[src/rtl/saturn_serial_arbiter_pkg.sv]
// saturn_serial_arbiter_pkg: shared FSM encoding and width helpers for the serial arbiter
package saturn_serial_arbiter_pkg;

  typedef enum logic [1:0] {
    IDLE    = 2'd0,
    LOAD    = 2'd1,
    WAIT_TX = 2'd2,
    SEND    = 2'd3
  } state_t;

  function automatic int clog2_min1(input int n);
    return (n < 2) ? 1 : $clog2(n);
  endfunction

endpackage

[src/rtl/saturn_rr_picker.sv]
// saturn_rr_picker: round-robin first-set-bit search starting just above the pointer, with wrap
module saturn_rr_picker #(
  parameter int N = 4,
  parameter int W = 2
) (
  input  logic [N-1:0] req,
  input  logic [W-1:0] ptr,
  output logic [W-1:0] gnt,
  output logic         any
);

  // Scan from farthest to nearest so the closest requester after ptr wins
  always_comb begin
    gnt = '0;
    any = 1'b0;
    for (int i = N; i >= 1; i--) begin
      if (req[(int'(ptr) + i) % N]) begin
        gnt = W'((int'(ptr) + i) % N);
        any = 1'b1;
      end
    end
  end

endmodule

[src/rtl/saturn_serial_arbiter.sv]
// saturn_serial_arbiter: round-robin, message-locked sharing of one serial transmitter
module saturn_serial_arbiter
  import saturn_serial_arbiter_pkg::*;
#(
  parameter int NUM_REQ      = 4,
  parameter int REQ_ID_W     = 2,
  parameter int LOCK_TIMEOUT = 4096
) (
  input  logic                  i_clk,
  input  logic                  i_reset_n,
  input  logic [NUM_REQ*8-1:0]  i_req_char,
  input  logic [NUM_REQ-1:0]    i_req_valid,
  input  logic [NUM_REQ-1:0]    i_req_last,
  output logic [NUM_REQ-1:0]    o_req_ack,
  output logic [7:0]            o_char_to_send,
  output logic                  o_char_valid,
  input  logic                  i_serial_busy,
  output logic [REQ_ID_W-1:0]   o_grant_id,
  output logic                  o_locked,
  output logic                  o_timeout
);

  localparam int CNT_W = clog2_min1(LOCK_TIMEOUT);

  state_t              state, state_nx;
  logic [REQ_ID_W-1:0] ptr, ptr_nx, grant, grant_nx, pick;
  logic                any;
  logic                locked, locked_nx, timeout_q, timeout_nx;
  logic                cv, cv_nx, last_q, last_nx;
  logic [7:0]          ch, ch_nx;
  logic [CNT_W-1:0]    cnt, cnt_nx;
  logic                ack_now;

  saturn_rr_picker #(.N(NUM_REQ), .W(REQ_ID_W)) u_pick (
    .req (i_req_valid),
    .ptr (ptr),
    .gnt (pick),
    .any (any)
  );

  assign ack_now        = (state == LOAD) && i_req_valid[grant];
  assign o_req_ack      = ack_now ? (NUM_REQ'(1) << grant) : '0;
  assign o_char_to_send = ch;
  assign o_char_valid   = cv;
  assign o_grant_id     = grant;
  assign o_locked       = locked;
  assign o_timeout      = timeout_q;

  // Next-state: grant in IDLE, capture in LOAD, wait for the shifter to idle, pulse valid in SEND
  always_comb begin
    state_nx   = state;
    ptr_nx     = ptr;
    grant_nx   = grant;
    locked_nx  = locked;
    timeout_nx = 1'b0;
    cv_nx      = 1'b0;
    last_nx    = last_q;
    ch_nx      = ch;
    cnt_nx     = cnt;
    case (state)
      IDLE: begin
        if (any) begin
          grant_nx  = pick;
          ptr_nx    = pick;
          locked_nx = 1'b1;
          cnt_nx    = '0;
          state_nx  = LOAD;
        end
      end
      LOAD: begin
        if (ack_now) begin
          ch_nx    = i_req_char[{grant, 3'b000} +: 8];
          last_nx  = i_req_last[grant];
          cnt_nx   = '0;
          state_nx = WAIT_TX;
        end else if (cnt == CNT_W'(LOCK_TIMEOUT - 1)) begin
          timeout_nx = 1'b1;
          locked_nx  = 1'b0;
          cnt_nx     = '0;
          state_nx   = IDLE;
        end else begin
          cnt_nx = cnt + 1'b1;
        end
      end
      WAIT_TX: begin
        if (!i_serial_busy) begin
          cv_nx    = 1'b1;
          state_nx = SEND;
        end
      end
      SEND: begin
        locked_nx = !last_q;
        state_nx  = last_q ? IDLE : LOAD;
      end
      default: state_nx = IDLE;
    endcase
  end

  // State and output registers; pointer resets to the top so requester 0 wins first
  always_ff @(posedge i_clk or negedge i_reset_n) begin
    if (!i_reset_n) begin
      state     <= IDLE;
      ptr       <= REQ_ID_W'(NUM_REQ - 1);
      grant     <= '0;
      locked    <= 1'b0;
      timeout_q <= 1'b0;
      cv        <= 1'b0;
      last_q    <= 1'b0;
      ch        <= 8'h00;
      cnt       <= '0;
    end else begin
      state     <= state_nx;
      ptr       <= ptr_nx;
      grant     <= grant_nx;
      locked    <= locked_nx;
      timeout_q <= timeout_nx;
      cv        <= cv_nx;
      last_q    <= last_nx;
      ch        <= ch_nx;
      cnt       <= cnt_nx;
    end
  end

endmodule

[config.mk]
export PLATFORM = sky130hd
export DESIGN_NAME = saturn_serial_arbiter
export DESIGN_NICKNAME = d
export VERILOG_FILES = /design/src/rtl/saturn_serial_arbiter_pkg.sv /design/src/rtl/saturn_rr_picker.sv /design/src/rtl/saturn_serial_arbiter.sv
export SDC_FILE = /design/constraint.sdc
export NUM_CORES = 1
export LEC_CHECK = 0
export ABC_AREA = 1
export ABC_CLOCK_PERIOD_IN_PS = 1600
export CORE_MARGIN = 4
export CORE_UTILIZATION = 43
export DETAILED_ROUTE_END_ITERATION = 16
export PLACE_DENSITY_LB_ADDON = 0.1
export SLEW_MARGIN = 20
export SYNTH_ARGS = -nofsm -noshare
export SYNTH_HDL_FRONTEND = slang
export SYNTH_SLANG_ARGS = --single-unit
[constraint.sdc]
create_clock -name i_clk -period 1.6 [get_ports i_clk]
set_clock_uncertainty 0.15 [all_clocks]
set_input_delay 0.24 -clock i_clk [delete_from_list [all_inputs] [get_ports i_clk]]
set_output_delay 0.24 -clock i_clk [all_outputs]
set_load 0.005 [all_outputs]
==> results.py, run 1 <==
metrics = {
    "synthesis": {
        "synth_cells": 303,
        "synthSimpleGateAreaFrac": 0.4946,
        "synth_adder_area_share": 0.005995,
        "synth_compound_area_frac": 0.04137,
        "yosys_warnings": 0,
        "synth_xor_area_frac": 0.008393,
        "yosysTopAreaCellShare": 0.3357,
        "postSynthNetCount": 347,
        "synth_area_leaders": "dfrtp_1, nand2_1, nand3_1, nand4_1, inv_1",
        "ys_types": 31,
        "yosysTopAreaCell": "dfrtp_1",
        "ys_seq_area_frac": 0.3609,
        "ys_seq_elements": 30,
        "synth_top_family_by_area": "simple AND/OR/NAND/NOR gates",
        "synth.mux.area_fraction": 0,
        "syn_area_mm2": 0.002087,
        "avgSynthCellArea_um2": 6.888,
    },
    "sta": {
        "rsz0062_at_grt": "yes",
        "fin_setup_tns_ps": -2687,
        "worst_slack_ps": -194.1,
        "finalHoldViolCount": 0,
        "period_needed_ps": 1794,
        "worst_pin_slew_ps": 290.0,
        "max_freq_mhz": 557.4,
        "period_share": 1.121,
        "slew_violations": 0,
        "slew_headroom": 0.8065,
        "finalSetupViolations": 20,
    },
    "place": {
        "placed_area_mm2": 0.002925,
        "portBuffers": 59,
        "place_congestion": 0.8584,
        "place_hpwl_um": 4559,
    },
    "critical_path": {
        "r2r_slack_ps": -190,
        "crit_buf_inv": 3,
        "crit_family": "flip-flops",
        "critPathLaunchType": "flop",
        "cp_slowest_cell": "dfstp_2",
        "path_cells": "inv_8 > nand2_2 > nand2_2 > and2_4 > nand2_4 > nand2_8 > buf_4 > buf_6 > nand2_1 > nand2_1",
        "required_ps": 1670,
        "cp.arrival_ps": 1870,
        "cpPeakStageDelay_ps": 660,
        "crit_type": "flop to flop",
        "crit_path_end_kind": "flop",
        "cp_max_fo": 7,
    },
    "final_layout": {
        "num_antenna_cells": 0,
        "area_delta_synth_final_pct": 64.45,
        "fin_nets": 447,
        "design_area_mm2": 0.003432,
        "nFillCells": 377,
        "drive_gt1_frac": 0.3218,
    },
    "grt": {
        "grt_usage": 0.2262,
        "grt_pass1_vias": 2264,
        "antenna_found_initial": 0,
        "grt_max_degree": 31,
        "grt_pass1_wl_um": 10770,
        "gr-total-overflow": 0,
    },
    "die": {
        "die_h_um": 77.67,
        "initial_core_util": 0.4419,
        "io_pins": 60,
        "dieArea_mm2": 0.006032,
        "placementRows": 25,
        "die_width_um": 77.67,
        "core_mm2": 0.004723,
    },
    "routing": {
        "viasPerCell": 5.138,
        "drc_errors": 0,
        "drt-wirelength-per-cell_um": 14.29,
        "num_vias": 2420,
        "drt_wl_total_um": 6729,
        "dr.pass1.iters": 4,
        "first_iter_violations": 137,
        "ant_nets": 0,
    },
    "clocking": {
        "cts_tree": "yes",
        "clkSinkCount": 30,
        "numCtsBuffers": 5,
        "ctsHoldBuffers": 0,
        "clkLatencyLatePin_ps": 290,
        "h-tree-depth": 2,
        "clockBufferDepth": 2,
        "path_clk_slew_ps": 70,
        "cts-root-buf": "clkbuf_8",
    },
    "worst_hold_path": {
        "hp-class": "input port to async pin",
    },
    "power": {
        "power_per_cell_area_mw_per_mm2": 1727,
        "peakVddDrop_v": 0.0009458,
        "p_leak_nw": 1.663,
    },
    "status": {
        "violations": "setup timing",
        "status": "finished with violations",
    },
    "run": {
        "max-cap-violations": 0,
    },
}
[synth_stat cells, drive strengths merged]
library cell,n
ha,1
buf,6
clkbuf,5
inv,29
a21oi,1
xor2,2
nand2,121
and2,1
nor2,19
dfrtp,28
dfstp,2
or2,1
o21bai,1
o21ai,14
nand3,45
nor3,7
nand4,20
[registers in the layout (all words and copies together), names as in the netlist, named ones only]
signal / flops
o_char_to_send: 8
o_char_valid: 1
o_timeout: 1
o_locked: 1
ptr: 2
cnt: 12
state: 1
last_q: 1
o_grant_id: 2
[worst reg2reg max path, cell delays in order (launching register included)]
cell and delay [ps]:
dfstp_2 660, inv_8 80, nand2_2 90, nand2_2 70
and2_4 170, nand2_4 80, nand2_8 80, buf_4 140
buf_6 110, nand2_1 50, nand2_1 50
[layout by cell type (no fill, tap or decap), types with 3 or more instances in the layout]
cell             Yosys  layout
nor3_2               2       3
clkbuf_8             0       6
dlygate4sd2_1        0       3
nand2_4              2       9
buf_2                2       4
nor2_1              15      12
nand2_2              7      24
buf_6                3       6
inv_4                1       3
o21ai_1              9       3
nor2_2               1       3
buf_4                0      34
nand3_2              0       3
o21ai_2              1       9
nand3_1             45      41
nor2_4               3       5
nor3_1               5       3
clkdlybuf4s50_1      0      51
dfrtp_1             28      27
inv_1               24      22
nand2_1            110      86
nand4_1             19      19
buf_12               0       3
[path summary, 6_finish.rpt]
kind                       depth (start not counted)      start                 to
min reg2reg                                        2   o_locked           o_locked
max                                               10     ptr[0]             ptr[0]
min in group i_clk                                 2   o_locked           o_locked
max in group asynchronous                          2  i_reset_n             ptr[1]
min                                                2  i_reset_n  o_char_to_send[4]
max reg2reg                                       10     ptr[0]             ptr[0]
[logic make-up (layout without fill, tap and decap cells)]
kind of cell    after synthesis  after routing
fa+ha+maj                     1              1
compound gates               16             16
xor+xnor                      2              2
simple gates                214            215
buf+inv                      40            140
flops                        30             30
[where the power goes]
group / internal [mW] / switching (mW) / total (mW)
registers: 1.02 / 0.218 / 1.23
logic: 1.69 / 2.02 / 3.71
clock network: 0.664 / 0.315 / 0.979
total: 3.38 / 2.55 / 5.93
[layout make-up]
class / instances / area (um^2) / area share
Multi-Input combinational cell: 234 / 1353 / 0.3941
Inverter: 29 / 131.4 / 0.03828
Tap cell: 67 / 83.83 / 0.02443
Clock buffer: 6 / 82.58 / 0.02406
Timing Repair Buffer: 103 / 967.2 / 0.2818
Clock inverter: 2 / 60.06 / 0.01750
Sequential cell: 30 / 754.5 / 0.2198
[per-layer routing]
metal,track usage,vias up,share of wire
li1,-,1191,-
met1,0.2827,1145,0.41
met2,0.3707,64,0.51
met3,0.05452,20,0.049
met4,0.09609,0,0.031
met5,0,-,0
[metrics by stage]
stage	utilization	cells	setup slack, ps	hold WS (ps)	total power [mW]
after floorplan	-	303	-15.67	-205.6	2.903
after global placement	0.6193	447	-591.2	313.3	4.063
after detailed placement	0.6193	447	-626.1	316.7	4.095
after CTS	0.6723	464	-167.2	177.7	5.339
after global routing	0.7266	471	-287.0	196.4	6.384
final	0.7266	471	-194.1	163.3	5.927
[what timing repair did]
item | in CTS | in global routing
hold endpoints to repair | 0 | 0
gates resized for setup | 39 | 59
gates cloned | 0 | 1
buffers inserted | 9 | 6
setup endpoints to repair | 24 | 34
pin swaps | 8 | 16
Power figures use the tool's default switching activity.
==> run 2: changes to the inputs <==
--- a/config.mk
+++ b/config.mk
@@ -15,3 +15,4 @@
 export SYNTH_ARGS = -nofsm -noshare
 export SYNTH_HDL_FRONTEND = slang
 export SYNTH_SLANG_ARGS = --single-unit
+export TNS_END_PERCENT = 10
==> constraint.sdc (replaced) <==
create_clock -name i_clk -period 1.6 [get_ports i_clk]
set_clock_uncertainty 0.15 [all_clocks]
set_input_delay 0.4 -clock i_clk [delete_from_list [all_inputs] [get_ports i_clk]]
set_output_delay 0.4 -clock i_clk [all_outputs]
set_load 0.005 [all_outputs]
==> results.py, run 2 (synthesized netlist as in run 1, its figures left out) <==
metrics = {
    "grt": {
        "grt_pass1_wl_um": 9977,
        "antenna_found_initial": 0,
        "grt_max_degree": 31,
        "grt_pass1_vias": 2254,
        "gr-total-overflow": 0,
        "grt_usage": 0.2035,
    },
    "place": {
        "portBuffers": 59,
        "place_hpwl_um": 4481,
        "placed_area_mm2": 0.002960,
        "place_congestion": 0.8239,
    },
    "clocking": {
        "numCtsBuffers": 5,
        "path_clk_slew_ps": 60,
        "cts_tree": "yes",
        "clkSinkCount": 30,
        "clockBufferDepth": 2,
        "cts-root-buf": "clkbuf_8",
        "h-tree-depth": 2,
        "clkLatencyLatePin_ps": 280,
    },
    "sta": {
        "slew_headroom": 0.8415,
        "max_freq_mhz": 500.4,
        "period_share": 1.249,
        "worst_slack_ps": -398.2,
        "finalHoldViolCount": 0,
        "slew_violations": 0,
        "finalSetupViolations": 20,
        "worst_pin_slew_ps": 235.3,
        "period_needed_ps": 1998,
        "rsz0062_at_grt": "yes",
    },
    "routing": {
        "top_layer": "met4",
        "num_vias": 2251,
        "wl_met2_um": 2748,
        "met1Wirelength_um": 2541,
        "viasPerCell": 4.904,
        "drc_errors": 0,
        "dr_wl_met3_um": 306,
        "first_iter_violations": 73,
        "drt_wl_total_um": 5721,
        "dr.pass1.iters": 4,
        "ant_nets": 0,
        "drt-wirelength-per-cell_um": 12.46,
    },
    "critical_path": {
        "cp_max_fo": 5,
        "required_ps": 1050,
        "path_cells": "o21ai_1 > nand2_1 > nand2_2 > nand2_4 > buf_6 > nor3_4 > buf_2",
        "critPathLaunchType": "flop",
        "crit_path_end_kind": "primary output",
        "cp_slowest_cell": "dfrtp_1",
        "crit_type": "flop to primary output",
        "cpPeakStageDelay_ps": 420,
        "crit_buf_inv": 2,
        "crit_family": "flip-flops",
        "cp.arrival_ps": 1450,
    },
    "final_layout": {
        "design_area_mm2": 0.003094,
        "layout_common_cells": "nand2_1, nand3_1, clkdlybuf4s50_1, buf_4, dfrtp_1",
        "fin_nets": 435,
        "num_antenna_cells": 0,
        "nFillCells": 437,
        "regArea_um2": 753.2,
        "area_delta_synth_final_pct": 48.26,
        "top_register": "cnt",
        "drive_gt1_frac": 0.2041,
        "largest_register_ffs": 12,
        "layout_commonest_cell": "nand2_1",
        "multiInputGateArea_mm2": 0.001216,
    },
    "run": {
        "max-cap-violations": 0,
    },
    "status": {
        "violations": "setup timing",
        "status": "finished with violations",
    },
    "die": {
        "initial_core_util": 0.4419,
        "die_h_um": 77.67,
        "core_mm2": 0.004723,
        "die_width_um": 77.67,
        "io_pins": 60,
        "placementRows": 25,
        "dieArea_mm2": 0.006032,
    },
    "power": {
        "power_per_cell_area_mw_per_mm2": 1569,
        "power_mw": 4.855,
        "p_leak_nw": 1.535,
        "peakVddDrop_v": 0.001018,
    },
    "worst_hold_path": {
        "hp-class": "flop to flop",
    },
}
[run 2: cell count changes in the layout (fill, tap and decap cells not counted), sizes merged, moves of 2 or more]
| cell | previous run | this run |
|---|---|---|
| clkbuf | 6 | 8 |
| buf | 48 | 37 |
| clkdlybuf4s50 | 51 | 40 |
| dlygate4sd2 | 3 | 15 |
| bufinv | 2 | 0 |
[run 2: area by class of cell]
cell class,count,area share
clock buffers,8,0.02911
inverters,29,0.04125
multi-input cells,233,0.3930
flip-flops and latches,30,0.2434
well taps,67,0.02709
repair buffers,92,0.2661
[run 2: through the flow]
stage          hold WS (ps)    util  instances  setup slack (ps)  setup TNS [ps]
2_1_floorplan        -45.59       -        303            -100.4          -401.6
3_3_place_gp          304.2  0.6268        447            -913.8          -14750
3_5_place_dp          313.5  0.6268        447            -988.7          -15800
4_1_cts               324.8  0.6490        458            -419.7           -2556
5_1_grt               343.1  0.6551        459            -482.1           -5890
6_report              319.7  0.6551        459            -398.2           -2680
[run 2: power breakdown]
| part | switching [mW] | internal, mW | leakage (nW) |
|---|---|---|---|
| clock | 0.275 | 0.350 | 0.0455 |
| sequential | 0.178 | 1.01 | 0.389 |
| combinational | 1.72 | 1.32 | 1.10 |
| total | 2.17 | 2.68 | 1.54 |
[run 2: path summary, 6_finish.rpt]
check / from / slack, ps / end / depth (start not counted)
worst max-delay path: o_grant_id[0] / -400 / o_req_ack[2] / 7
worst min-delay path: o_locked / 320 / o_locked / 2
worst max register to register: o_grant_id[0] / -60 / cnt[3] / 9
worst min register to register: o_locked / 320 / o_locked / 2
max in group asynchronous: i_reset_n / 720 / ptr[0] / 2
min in group asynchronous: i_reset_n / 330 / cnt[11] / 2
[run 2: timing repair]
action                     4_1_cts  5_1_grt
pin swaps                        5        1
resized for setup               41        5
buffers inserted                 3        1
setup endpoints to repair       44       34
hold buffers                     0        0
[run 2: worst reg2reg max path, delay by kind of cell (launching register included)]
kind,cells,cell delay (ps)
and+or+nand+nor,3,290
DFF,1,420
buffers and inverters,4,470
AOI/OAI and AO/OA,2,230
[run 2: metal layers]
metal / vias up / GRT usage
li1: 1164 / -
met1: 1016 / 0.2496
met2: 60 / 0.3485
met3: 11 / 0.04988
met4: 0 / 0.06584
met5: - / 0
==> run 3: changes to the inputs <==
--- a/config.mk
+++ b/config.mk
@@ -6,7 +6,7 @@
 export NUM_CORES = 1
 export LEC_CHECK = 0
 export ABC_AREA = 1
-export ABC_CLOCK_PERIOD_IN_PS = 1600
+export ABC_CLOCK_PERIOD_IN_PS = 1800
 export CORE_MARGIN = 4
 export CORE_UTILIZATION = 43
 export DETAILED_ROUTE_END_ITERATION = 16
==> constraint.sdc (replaced) <==
create_clock -name i_clk -period 1.8 [get_ports i_clk]
set_clock_uncertainty 0.15 [all_clocks]
set_input_delay 0.45 -clock i_clk [delete_from_list [all_inputs] [get_ports i_clk]]
set_output_delay 0.45 -clock i_clk [all_outputs]
set_load 0.005 [all_outputs]
==> results.py, run 3 (synthesized netlist as in run 1, its figures left out) <==
metrics = {
    "status": {
        "status": "finished with violations",
        "violations": "setup timing",
    },
    "critical_path": {
        "path_cells": "o21ai_1 > nand2_1 > nand2_2 > nand2_4 > nor3_2 > buf_2",
        "crit_type": "flop to primary output",
        "cp_max_fo": 6,
        "cp.arrival_ps": 1360,
        "required_ps": 1200,
        "crit_path_end_kind": "primary output",
        "crit_buf_inv": 1,
        "r2r_cells": 10,
        "cpPeakStageDelay_ps": 460,
        "cp.depth": 6,
        "crit_family": "flip-flops",
        "critPathLaunchType": "flop",
        "cp_slowest_cell": "dfrtp_2",
    },
    "sta": {
        "slew_violations": 0,
        "worst_slack_ps": -161.8,
        "rsz0062_at_grt": "yes",
        "slew_headroom": 0.7423,
        "worst_pin_slew_ps": 385.1,
        "finalHoldViolCount": 0,
        "period_share": 1.090,
        "period_needed_ps": 1962,
        "finalSetupViolations": 4,
        "max_freq_mhz": 509.7,
    },
    "place": {
        "place_hpwl_um": 4518,
        "portBuffers": 59,
        "place_congestion": 0.8596,
        "placed_area_mm2": 0.002910,
    },
    "die": {
        "dieArea_mm2": 0.006032,
        "die_h_um": 77.67,
        "die_width_um": 77.67,
        "core_mm2": 0.004723,
        "initial_core_util": 0.4419,
        "io_pins": 60,
        "placementRows": 25,
    },
    "routing": {
        "drt_wl_total_um": 5860,
        "ant_nets": 0,
        "drt-wirelength-per-cell_um": 12.88,
        "first_iter_violations": 132,
        "num_vias": 2235,
        "viasPerCell": 4.912,
        "drc_errors": 0,
        "dr.pass1.iters": 4,
    },
    "clocking": {
        "clkSinkCount": 30,
        "clkLatencyLatePin_ps": 280,
        "numCtsBuffers": 5,
        "clockBufferDepth": 2,
        "ctsHoldBuffers": 0,
        "cts_tree": "yes",
        "path_clk_slew_ps": 60,
        "cts-root-buf": "clkbuf_8",
        "h-tree-depth": 2,
    },
    "power": {
        "p_leak_nw": 1.514,
        "power_per_cell_area_mw_per_mm2": 1388,
        "power_mw": 4.245,
        "peakVddDrop_v": 0.001005,
    },
    "final_layout": {
        "layout_common_cells": "nand2_1, clkdlybuf4s50_1, nand3_1, dfrtp_1, buf_4",
        "layout_commonest_cell": "nand2_1",
        "final_util": 0.6477,
        "area_delta_synth_final_pct": 46.58,
        "design_area_mm2": 0.003059,
        "fin_nets": 431,
        "drive_gt1_frac": 0.1907,
        "top_register": "cnt",
        "num_antenna_cells": 0,
        "largest_register_ffs": 12,
    },
    "grt": {
        "antenna_found_initial": 0,
        "grt_usage": 0.2037,
        "grt_pass1_wl_um": 9970,
        "gr-total-overflow": 0,
        "grt_pass1_vias": 2204,
        "grt_max_degree": 31,
    },
    "worst_hold_path": {
        "hold_path_depth": 2,
        "hp-class": "flop to flop",
    },
    "run": {
        "max-cap-violations": 0,
    },
}
==> run 3: cell count changes in the layout (fill, tap and decap cells not counted), sizes merged <==
cell           previous run  this run
buf                      37        32
inv                      28        29
dlygate4sd2              15         5
clkdlybuf4s50            40        48
dlymetal6s2s              0         2
clkinvlp                  1         0
clkbuf                    8         9
==> run 3: layer usage <==
metal  track usage  share of wire  vias up
met1        0.2595           0.46     1020
met5             0              0        -
met2        0.3459           0.49       49
met4       0.05694          0.019        0
li1              -              -     1153
met3       0.04408          0.036       13
==> run 3: through the flow <==
step	hold slack, ps	setup slack [ps]	TNS, ps	cells
floorplan	4.409	-25.67	-51.34	303
finish	325.3	-161.8	-601.4	455
global route	358.3	-264.9	-1067	455
CTS	334.2	-234.5	-908.7	453
detailed placement	318.0	-832.5	-10230	445
global placement	310.7	-813.1	-9419	445
==> run 3: tightest hold or removal path, cell delays in order, from the launching register on <==
cell and delay (ps):
dfrtp_1 340, nand2_1 50, nand2_1 50
==> run 3: worst paths after layout <==
| kind | start | end | slack [ps] |
|---|---|---|---|
| min in group asynchronous | i_reset_n | state[0] | 410 |
| max | o_grant_id[0] | o_req_ack[3] | -160 |
| max reg2reg | ptr[0] | cnt[2] | 90 |
| max in group asynchronous | i_reset_n | ptr[1] | 860 |
| min reg2reg | o_locked | o_locked | 330 |
| min | o_locked | o_locked | 330 |
==> run 3: cell type report <==
class / instances / area (um^2)
multi-input cells: 233 / 1179
flip-flops and latches: 30 / 754.5
clock buffers: 8 / 90.09
fillers: 452 / 1664
inverters: 29 / 118.9
well taps: 67 / 83.83
repair buffers: 88 / 833.3
==> run 3: repair_timing <==
item,4_1_cts,5_1_grt
pin swaps,6,4
buffers inserted,0,1
gates cloned,0,1
endpoints found under the setup margin,10,11
resized for setup,29,7
==> run 3: power by group <==
part / switching [mW] / leakage (nW) / internal [mW]
sequential: 0.185 / 0.387 / 0.904
combinational: 1.44 / 1.08 / 1.17
clock: 0.237 / 0.0455 / 0.311
total: 1.86 / 1.51 / 2.39
